**config.mk**
```make
export PLATFORM = sky130hd
export DESIGN_NAME = decode_stage_flat
export DESIGN_NICKNAME = d
export VERILOG_FILES = /design/src/rtl/decode_stage_if.sv /design/src/rtl/decode_stage.sv /design/src/flat_wrapper.sv
export SDC_FILE = /design/constraint.sdc
export NUM_CORES = 1
export LEC_CHECK = 0
export ABC_AREA = 1
export BUFFER_PORTS_ARGS = -buffer_cell sky130_fd_sc_hd__buf_4
export CAP_MARGIN = 20
export CORE_ASPECT_RATIO = 0.8
export CORE_UTILIZATION = 46
export CTS_CLUSTER_DIAMETER = 150
export DETAILED_ROUTE_END_ITERATION = 12
export HOLD_SLACK_MARGIN = 0.06
export PLACE_DENSITY = 0.77
export SLEW_MARGIN = 5
export SYNTH_ARGS = -nofsm -noshare
export SYNTH_HDL_FRONTEND = slang
export SYNTH_SLANG_ARGS = --single-unit
```
**constraint.sdc**
```tcl
create_clock -name sysclk -period 1.5 [get_ports sysclk]
set_clock_uncertainty 0.05 [all_clocks]
set_input_delay 0.225 -clock sysclk [delete_from_list [all_inputs] [get_ports sysclk]]
set_output_delay 0.225 -clock sysclk [all_outputs]
set_load 0.005 [all_outputs]
```
**src/rtl/decode_stage_if.sv**
```systemverilog
// Handshake and decoded-field bundle between IF, the decode stage and EXE.
// master = decode stage view, slave = surrounding pipeline / testbench view.
interface decode_stage_if #(
  parameter int unsigned OPW = 3,
  parameter int unsigned RAW = 3
);
  localparam int unsigned INST_W = OPW + 3 * RAW;

  logic              in_valid;
  logic              in_ready;
  logic [INST_W-1:0] inst;
  logic              out_valid;
  logic              out_ready;
  logic              registerwrite;
  logic              aluop;
  logic              alusrc;
  logic              memw;
  logic              reg2mem;
  logic              illegal;
  logic [RAW-1:0]    rd;
  logic [RAW-1:0]    rs1;
  logic [RAW-1:0]    rs2;
  logic [RAW-1:0]    imm;

  modport master (
    input  in_valid, inst, out_ready,
    output in_ready, out_valid, registerwrite, aluop, alusrc, memw, reg2mem,
           illegal, rd, rs1, rs2, imm
  );

  modport slave (
    output in_valid, inst, out_ready,
    input  in_ready, out_valid, registerwrite, aluop, alusrc, memw, reg2mem,
           illegal, rd, rs1, rs2, imm
  );
endinterface

```
**src/rtl/decode_stage.sv**
```systemverilog
// Registered ID stage: decodes control/fields, flags illegal opcodes, stalls one cycle on load-use.
// Optional DECODE_PERF_CNT_EN adds issue_cnt / stall_cnt performance counters.
module decode_stage #(
  parameter int unsigned OPW     = 3,
  parameter int unsigned RAW     = 3,
  parameter int unsigned OP_ADD  = 0,
  parameter int unsigned OP_ADDI = 4,
  parameter int unsigned OP_SW   = 5,
  parameter int unsigned OP_LW   = 6,
  parameter int unsigned OP_SLL  = 7
`ifdef DECODE_PERF_CNT_EN
  , parameter int unsigned CNT_W = 16
`endif
) (
  input  logic           sysclk,
  input  logic           reset,
  decode_stage_if.master io
`ifdef DECODE_PERF_CNT_EN
  , output logic [CNT_W-1:0] issue_cnt
  , output logic [CNT_W-1:0] stall_cnt
`endif
);
  localparam int unsigned INST_W = OPW + 3 * RAW;

  typedef struct packed {
    logic           registerwrite;
    logic           aluop;
    logic           alusrc;
    logic           memw;
    logic           reg2mem;
    logic           illegal;
    logic [RAW-1:0] rd;
    logic [RAW-1:0] rs1;
    logic [RAW-1:0] low;
  } dec_t;

  logic [OPW-1:0] in_op;
  dec_t           in_dec;
  logic           in_uses_rs2;
  logic           hazard;
  logic           in_ready_c;
  logic           in_xfer;

  dec_t out_d, out_q;
  logic out_valid_d, out_valid_q;

  // Field extraction and control decode of the incoming instruction.
  always_comb begin
    in_op         = io.inst[3*RAW +: OPW];
    in_dec        = '0;
    in_dec.rd     = io.inst[2*RAW +: RAW];
    in_dec.rs1    = io.inst[RAW +: RAW];
    in_dec.low    = io.inst[0 +: RAW];
    in_uses_rs2   = 1'b0;
    case (in_op)
      OPW'(OP_ADD): begin
        {in_dec.registerwrite, in_dec.aluop, in_dec.alusrc} = 3'b111;
        in_uses_rs2 = 1'b1;
      end
      OPW'(OP_ADDI): begin
        {in_dec.registerwrite, in_dec.aluop} = 2'b11;
      end
      OPW'(OP_SW): begin
        {in_dec.aluop, in_dec.memw} = 2'b11;
        in_uses_rs2 = 1'b1;
      end
      OPW'(OP_LW): begin
        {in_dec.registerwrite, in_dec.aluop, in_dec.reg2mem} = 3'b111;
      end
      OPW'(OP_SLL): begin
        {in_dec.registerwrite, in_dec.alusrc} = 2'b11;
        in_uses_rs2 = 1'b1;
      end
      default: begin
        {in_dec.aluop, in_dec.alusrc, in_dec.illegal} = 3'b111;
      end
    endcase
  end

  // Load-use hazard against the held instruction, handshake, next output register value.
  always_comb begin
    hazard = out_valid_q && out_q.reg2mem && io.in_valid && !in_dec.illegal &&
             ((in_dec.rs1 == out_q.rd) || (in_uses_rs2 && (in_dec.low == out_q.rd)));
    in_ready_c  = (!out_valid_q || io.out_ready) && !hazard;
    in_xfer     = io.in_valid && in_ready_c;
    out_valid_d = out_valid_q;
    out_d       = out_q;
    if (in_xfer) begin
      out_valid_d = 1'b1;
      out_d       = in_dec;
    end else if (!out_valid_q || io.out_ready) begin
      // Drained with nothing accepted (idle or hazard bubble): empty, cleared slot.
      out_valid_d = 1'b0;
      out_d       = '0;
    end
  end

  always_ff @(posedge sysclk or posedge reset) begin
    if (reset) begin
      out_valid_q <= 1'b0;
      out_q       <= '0;
    end else begin
      out_valid_q <= out_valid_d;
      out_q       <= out_d;
    end
  end

  assign io.in_ready      = in_ready_c;
  assign io.out_valid     = out_valid_q;
  assign io.registerwrite = out_q.registerwrite;
  assign io.aluop         = out_q.aluop;
  assign io.alusrc        = out_q.alusrc;
  assign io.memw          = out_q.memw;
  assign io.reg2mem       = out_q.reg2mem;
  assign io.illegal       = out_q.illegal;
  assign io.rd            = out_q.rd;
  assign io.rs1           = out_q.rs1;
  assign io.rs2           = out_q.low;
  assign io.imm           = out_q.low;

`ifdef DECODE_PERF_CNT_EN
  logic [CNT_W-1:0] issue_cnt_d, issue_cnt_q;
  logic [CNT_W-1:0] stall_cnt_d, stall_cnt_q;

  always_comb begin
    issue_cnt_d = issue_cnt_q + (in_xfer ? CNT_W'(1) : CNT_W'(0));
    stall_cnt_d = stall_cnt_q + (hazard  ? CNT_W'(1) : CNT_W'(0));
  end

  always_ff @(posedge sysclk or posedge reset) begin
    if (reset) begin
      issue_cnt_q <= '0;
      stall_cnt_q <= '0;
    end else begin
      issue_cnt_q <= issue_cnt_d;
      stall_cnt_q <= stall_cnt_d;
    end
  end

  assign issue_cnt = issue_cnt_q;
  assign stall_cnt = stall_cnt_q;
`endif
endmodule
```
**src/flat_wrapper.sv**
```systemverilog
// flat-port wrapper written by rule: the top's interface ports become plain ports
module decode_stage_flat 
#(
  parameter int unsigned OPW     = 3,
  parameter int unsigned RAW     = 3,
  parameter int unsigned OP_ADD  = 0,
  parameter int unsigned OP_ADDI = 4,
  parameter int unsigned OP_SW   = 5,
  parameter int unsigned OP_LW   = 6,
  parameter int unsigned OP_SLL  = 7

)
  (sysclk, reset, io_in_valid, io_inst, io_out_ready, io_in_ready, io_out_valid, io_registerwrite, io_aluop, io_alusrc, io_memw, io_reg2mem, io_illegal, io_rd, io_rs1, io_rs2, io_imm);
  decode_stage_if #(.OPW(OPW), .RAW(RAW)) io_i ();
  input  logic sysclk;
  input  logic reset;
  input wire logic [$bits(io_i.in_valid)-1:0] io_in_valid;
  input wire logic [$bits(io_i.inst)-1:0] io_inst;
  input wire logic [$bits(io_i.out_ready)-1:0] io_out_ready;
  output wire logic [$bits(io_i.in_ready)-1:0] io_in_ready;
  output wire logic [$bits(io_i.out_valid)-1:0] io_out_valid;
  output wire logic [$bits(io_i.registerwrite)-1:0] io_registerwrite;
  output wire logic [$bits(io_i.aluop)-1:0] io_aluop;
  output wire logic [$bits(io_i.alusrc)-1:0] io_alusrc;
  output wire logic [$bits(io_i.memw)-1:0] io_memw;
  output wire logic [$bits(io_i.reg2mem)-1:0] io_reg2mem;
  output wire logic [$bits(io_i.illegal)-1:0] io_illegal;
  output wire logic [$bits(io_i.rd)-1:0] io_rd;
  output wire logic [$bits(io_i.rs1)-1:0] io_rs1;
  output wire logic [$bits(io_i.rs2)-1:0] io_rs2;
  output wire logic [$bits(io_i.imm)-1:0] io_imm;
  assign io_i.in_valid = io_in_valid;
  assign io_i.inst = io_inst;
  assign io_i.out_ready = io_out_ready;
  assign io_in_ready = io_i.in_ready;
  assign io_out_valid = io_i.out_valid;
  assign io_registerwrite = io_i.registerwrite;
  assign io_aluop = io_i.aluop;
  assign io_alusrc = io_i.alusrc;
  assign io_memw = io_i.memw;
  assign io_reg2mem = io_i.reg2mem;
  assign io_illegal = io_i.illegal;
  assign io_rd = io_i.rd;
  assign io_rs1 = io_i.rs1;
  assign io_rs2 = io_i.rs2;
  assign io_imm = io_i.imm;
  decode_stage #(.OPW(OPW), .RAW(RAW), .OP_ADD(OP_ADD), .OP_ADDI(OP_ADDI), .OP_SW(OP_SW), .OP_LW(OP_LW), .OP_SLL(OP_SLL)) u_core (.sysclk(sysclk), .reset(reset), .io(io_i));
endmodule
```
== Yosys cells after proc, flatten, opt, wreduce, memory -nomap -nowiden ==
Cells that the tools add are included.

* Flip-flop bits (word level): 16
* Input bits: 16
* Logic and storage cells: 44

* Equality and inequality tests: 6
* Muxes and demuxes: 11
* Reductions and logical operators: 17

{| class="wikitable"
|+ Operator list
! cell !! number
|-
| $mux 15 || 2
|-
| $eq 3x3->1 const B || 4
|-
| $mux 1 || 9
|-
| $logic_and 1x1->1 || 7
|-
| $eq 3x3->1 || 2
|-
| $reduce_or 3->1 || 2
|-
| $reduce_or 5->1 || 1
|-
| $reduce_or 4->1 || 1
|-
| $logic_not 3->1 || 1
|-
| $logic_not 1->1 || 2
|-
| $logic_or 1x1->1 || 2
|-
| $reduce_bool 2->1 || 1
|}

== Depth between registers and ports, before layout ==
* Depth in word-level cells: 10
* Mapped depth: 10
* Depth with buffers taken out: 9

== Worst setup path after synthesis ==
No wires, ideal clock.

* Path kind: register -> register
* Start point: register u_core.out_q, in the netlist u_core.io.rd[2]
* End point: register u_core.out_q, in the netlist u_core.io.imm[0]
* Data arrival time: 1086 ps
* Required time: 1332 ps
* Setup slack: 246 ps
* Stages on the path, launching flop included: 8
* Buffers on the path: 1
* Clock period less this slack: 1254 ps
* Cells stage by stage: dfrtp_1 xnor2_1 nand3_2 nand2_2 nand2_4 buf_6 nand4_1 nand2_1

* Cells in the longest elaborated chain, start to end: 8
* Elaborated cells on any way between the ends: 10
* Classes of those cells: eq/ne: 2; mux: 1; reduce/logical: 7

{| class="wikitable"
|+ Ends and longest elaborated chain
! what !! RTL line !! RTL
|-
| from (decl) || decode_stage.sv:44 || <nowiki>dec_t out_d, out_q;</nowiki>
|-
| from (signal assigned) || decode_stage.sv:104 || <nowiki>out_q <= out_d;</nowiki>
|-
| $eq 3x3->1 || decode_stage.sv:83 || <nowiki>((in_dec.rs1 == out_q.rd) || (in_uses_rs2 && (in_dec.low == out_q.rd)));</nowiki>
|-
| $logic_and 1x1->1 || decode_stage.sv:83 ||
|-
| $logic_or 1x1->1 (*) || decode_stage.sv:83 ||
|-
| $logic_and 1x1->1 (*) || decode_stage.sv:82 || <nowiki>hazard = out_valid_q && out_q.reg2mem && io.in_valid && !in_dec.illegal &&</nowiki>
|-
| $logic_not 1->1 (*) || decode_stage.sv:84 || <nowiki>in_ready_c = (!out_valid_q || io.out_ready) && !hazard;</nowiki>
|-
| $logic_and 1x1->1 (*) || decode_stage.sv:84 ||
|-
| $logic_and 1x1->1 (*) || decode_stage.sv:85 || <nowiki>in_xfer = io.in_valid && in_ready_c;</nowiki>
|-
| $mux 15 / $reduce_bool 2->1 (equally long branches) || n/a ||
|}

Mark *: on every way between the ends. The rest lies on a longest branch, timed or not.
A chain may end at the register's enable or synchronous reset.

== Worst setup path in the final report ==
* Start point: register u_core.out_q, in the netlist u_core.io.rd[0]
* End point: output io_in_ready

* Cells in the longest elaborated chain, start to end: 6
* Elaborated cells on any way between the ends: 7
* Classes of those cells: eq/ne: 2; reduce/logical: 5

{| class="wikitable"
|+ Ends and longest elaborated chain
! what !! RTL line !! RTL
|-
| $eq 3x3->1 || decode_stage.sv:83 ||
|-
| $logic_and 1x1->1 || decode_stage.sv:83 ||
|-
| $logic_or 1x1->1 (*) || decode_stage.sv:83 ||
|-
| $logic_and 1x1->1 (*) || decode_stage.sv:82 ||
|-
| $logic_not 1->1 (*) || decode_stage.sv:84 ||
|-
| $logic_and 1x1->1 (*) || decode_stage.sv:84 ||
|-
| to (decl) || flat_wrapper.sv:20 || <nowiki>output wire logic [$bits(io_i.in_ready)-1:0] io_in_ready;</nowiki>
|}

Marks and branches as above.

==> impl_results.md <==
* Post-synth EDFFs at 0
* Initial antenna violation count at 0
* Num rows at 13
* Total power draw at a little under 1 mW
* Fin. Hold Viols at 0
* Failing checks: negative setup slack
* Final slew viol count at 0
* Die footprint at approximately 2100 sq um
* Unique masters post-synth at 20
* Status: complete, but fails checks
* Synth top area cells: dfrtp_1 46%, nand2_1 18%, nand4_1 11%
* Period Utilization, post-route at 108%
* Clock latency at the later pin of the worst-skew pair at roughly 0.28 ns
* I/O Pins at 36
* Delay-heaviest family, CP: flip-flops
* Critical path class: register to output pin
* Final HPWL DP at ~1500 microns
* Detailed Route Iter0 Violations at 17
* Layout cell share with drive strength beyond 1 at 34.7%
* Unrepaired setup endpoints after global routing: yes
* MaxCap Viol Count at 0
* Initial core utilization at between 50 and 60%
* Pre-antenna DRT Iters at 4
* Placed cells at about 160
* Clk root buf: clkbuf_4
* Area grow syn2layout at 35.6%
* Sink Count at 16
* Slowest stage cell, crit path: dfrtp_1
* Post-Synthesis Cells at about 110
* Most common cell after layout, fill and taps aside: nand2_1
* Total track usage at between 20% and 30%
* CP dominant cell by count: nand2_1
* Leakage at approximately 0.68 nW
* Worst vdd ir at 553 uV
* Worst path cell trace: inv_1, nand2_1, nand2_1, nor2_1, nand2_1, nand2_2, a21oi_2, buf_4
* DRC at 0
* Main synth FF type: dfrtp_1
* TritonCTS clock tree: built
* Cell Area, Synth at approximately 870 sq um
* Ant. Diodes at 0
* Sequential fraction of the synthesis area at approximately 46%
* Setup ws final at -0.121 ns
* Total Wirelength at about 2000 microns
* Port-buffer cells at 35
* Via density at between 4 and 5
* Number of global-route vias before repair at about 730
* Final ANT Viol Nets at 0
* Crit path time final at roughly 1.6 ns
* Yosys warns at 0
* Cell taking the most area after synthesis: dfrtp_1
* Min Hold Slack at around 0.14 ns
* Via count at 836
* Max transition margin at between 50% and 60%
* Syn_nets at 128
* Top-area cell type share of the netlist area at a little under half
* Worst Path Buf+Inv at 2
* Setup violators final at 1
* First-pass GRT wire length at around 3200 microns
* Startpoint Class: register
* Num CTS Buffers at 3
* Fmax achieved at 617 MHz
* Setup WS pre-CTS at 0.131 ns
* Hold Crit Class: primary input to register
* Clock Path Buffers at 2
* Pin count of the biggest net entering global routing at 17
* Clock slew at reported path FFs at 0.09 ns
* Crit path DAT at around 1.4 ns
* Core Region at about 1700 sq um
* Grt ovf at 0
* Power per cell area at about 840 nW/um^2
* Die Ht at 40.9 microns
* Flops & latches, synth at 16
* Post-synth ARST share at 100%
* Post-Syn Area per Cell at slightly below 8 sq um
* Fin cells at about 170
* CTS HTree Levels at 1
* Worst endpoint required time at ~1.2 ns
* Fin nets at ~170
* DR WL/cell at ~12 microns
* Routability Congestion at 0.773
* Worst path max stage delay at around 0.44 ns
* Die width at around 51 microns
* Most frequent cells in the layout: 42 x nand2_1, 39 x buf_4, 15 x nand4_1, 15 x dfrtp_1, 9 x inv_1
* Slew @ Worst Pin at 0.619 ns
* Crit end category: output pin
* Worst-path fanout max at 4
==> cell families after synthesis <==
logic type / Yosys count / share of synthesized area [%]
buffers and inverters: 19 / 11.0
xor gates and xnor gates: 3 / 3.01
AOI/OAI and AO/OA: 3 / 2.01
DFF: 16 / 45.9
and+or+nand+nor: 71 / 38.0
==> sequential cells by signal (all words and copies together), names as in the netlist <==
register,flops
u_core.io.out_valid,1
u_core.io.memw,1
u_core.io.illegal,1
u_core.io.rd,3
u_core.io.reg2mem,1
u_core.io.aluop,1
u_core.io.rs1,3
u_core.io.alusrc,1
u_core.io.registerwrite,1
u_core.io.imm,3
==> cell usage after synthesis, types with 2 or more instances <==
master,n
inv_2,2
buf_2,2
nand4_1,15
inv_1,9
xnor2_1,3
nor2_1,7
nand2_1,42
dfrtp_1,16
nand3_1,2
buf_4,4
==> worst paths after layout <==
path,startpoint,endpoint,slack (ns),depth (start not counted)
worst max-delay path,u_core.io.rd[0]$_DFFE_PP0P_,io_in_ready,-0.12,8
worst min-delay path,io_inst[7],u_core.io.rd[1]$_DFFE_PP0P_,0.14,3
worst max register to register,u_core.io.rd[0]$_DFFE_PP0P_,u_core.io.reg2mem$_DFFE_PP0P_,0.11,10
worst min register to register,u_core.io.rs1[1]$_DFFE_PP0P_,u_core.io.rs1[1]$_DFFE_PP0P_,0.44,2
max in group asynchronous,reset,u_core.io.rd[2]$_DFFE_PP0P_,0.44,3
min in group asynchronous,reset,u_core.io.imm[2]$_DFFE_PP0P_,0.52,3
==> routing by layer <==
metal | up-vias | routed length, microns | track usage (%)
met5 | - | 0 | 0
met4 | 0 | 14 | 8.33
met3 | 4 | 132 | 6.67
met2 | 28 | 931 | 37.0
met1 | 378 | 959 | 27.7
li1 | 426 | - | -
==> power breakdown <==
group | switching, mW | total, mW | internal [mW]
registers | 0.0299 | 0.499 | 0.469
logic | 0.127 | 0.267 | 0.140
clock network | 0.133 | 0.226 | 0.0933
==> area by class of cell <==
| class | instances | area (sq um) |
|---|---|---|
| Fill cell | 148 | 526 |
| Sequential cell | 16 | 402 |
| Multi-Input combinational cell | 77 | 387 |
| Timing Repair Buffer | 40 | 303 |
| Inverter | 11 | 41.3 |
| Tap cell | 22 | 27.5 |
| Clock buffer | 3 | 22.5 |
==> stage by stage <==
step           cell area (sq um)  utilization, %  TNS, ns
6_report                    1180            69.2   -0.121
5_1_grt                     1180            69.2   -0.188
4_1_cts                     1170            68.7   -0.159
3_5_place_dp                1120            65.7        0
3_3_place_gp                1120            65.7        0
2_1_floorplan                872               -        0
==> tightest hold or removal path: stages <==
cell     delay, ns
buf_4         0.08
nand4_1       0.08
nand2_1       0.06
==> timing repair <==
action                                  4_1_cts  5_1_grt
pin swaps                                     6        2
gates cloned                                  0        0
buffers inserted                              1        1
hold buffers                                  1        0
hold endpoints to repair                     16        0
endpoints found under the setup margin        1        1
gates resized for setup                       2        1
(Power assumes the default switching activity.)
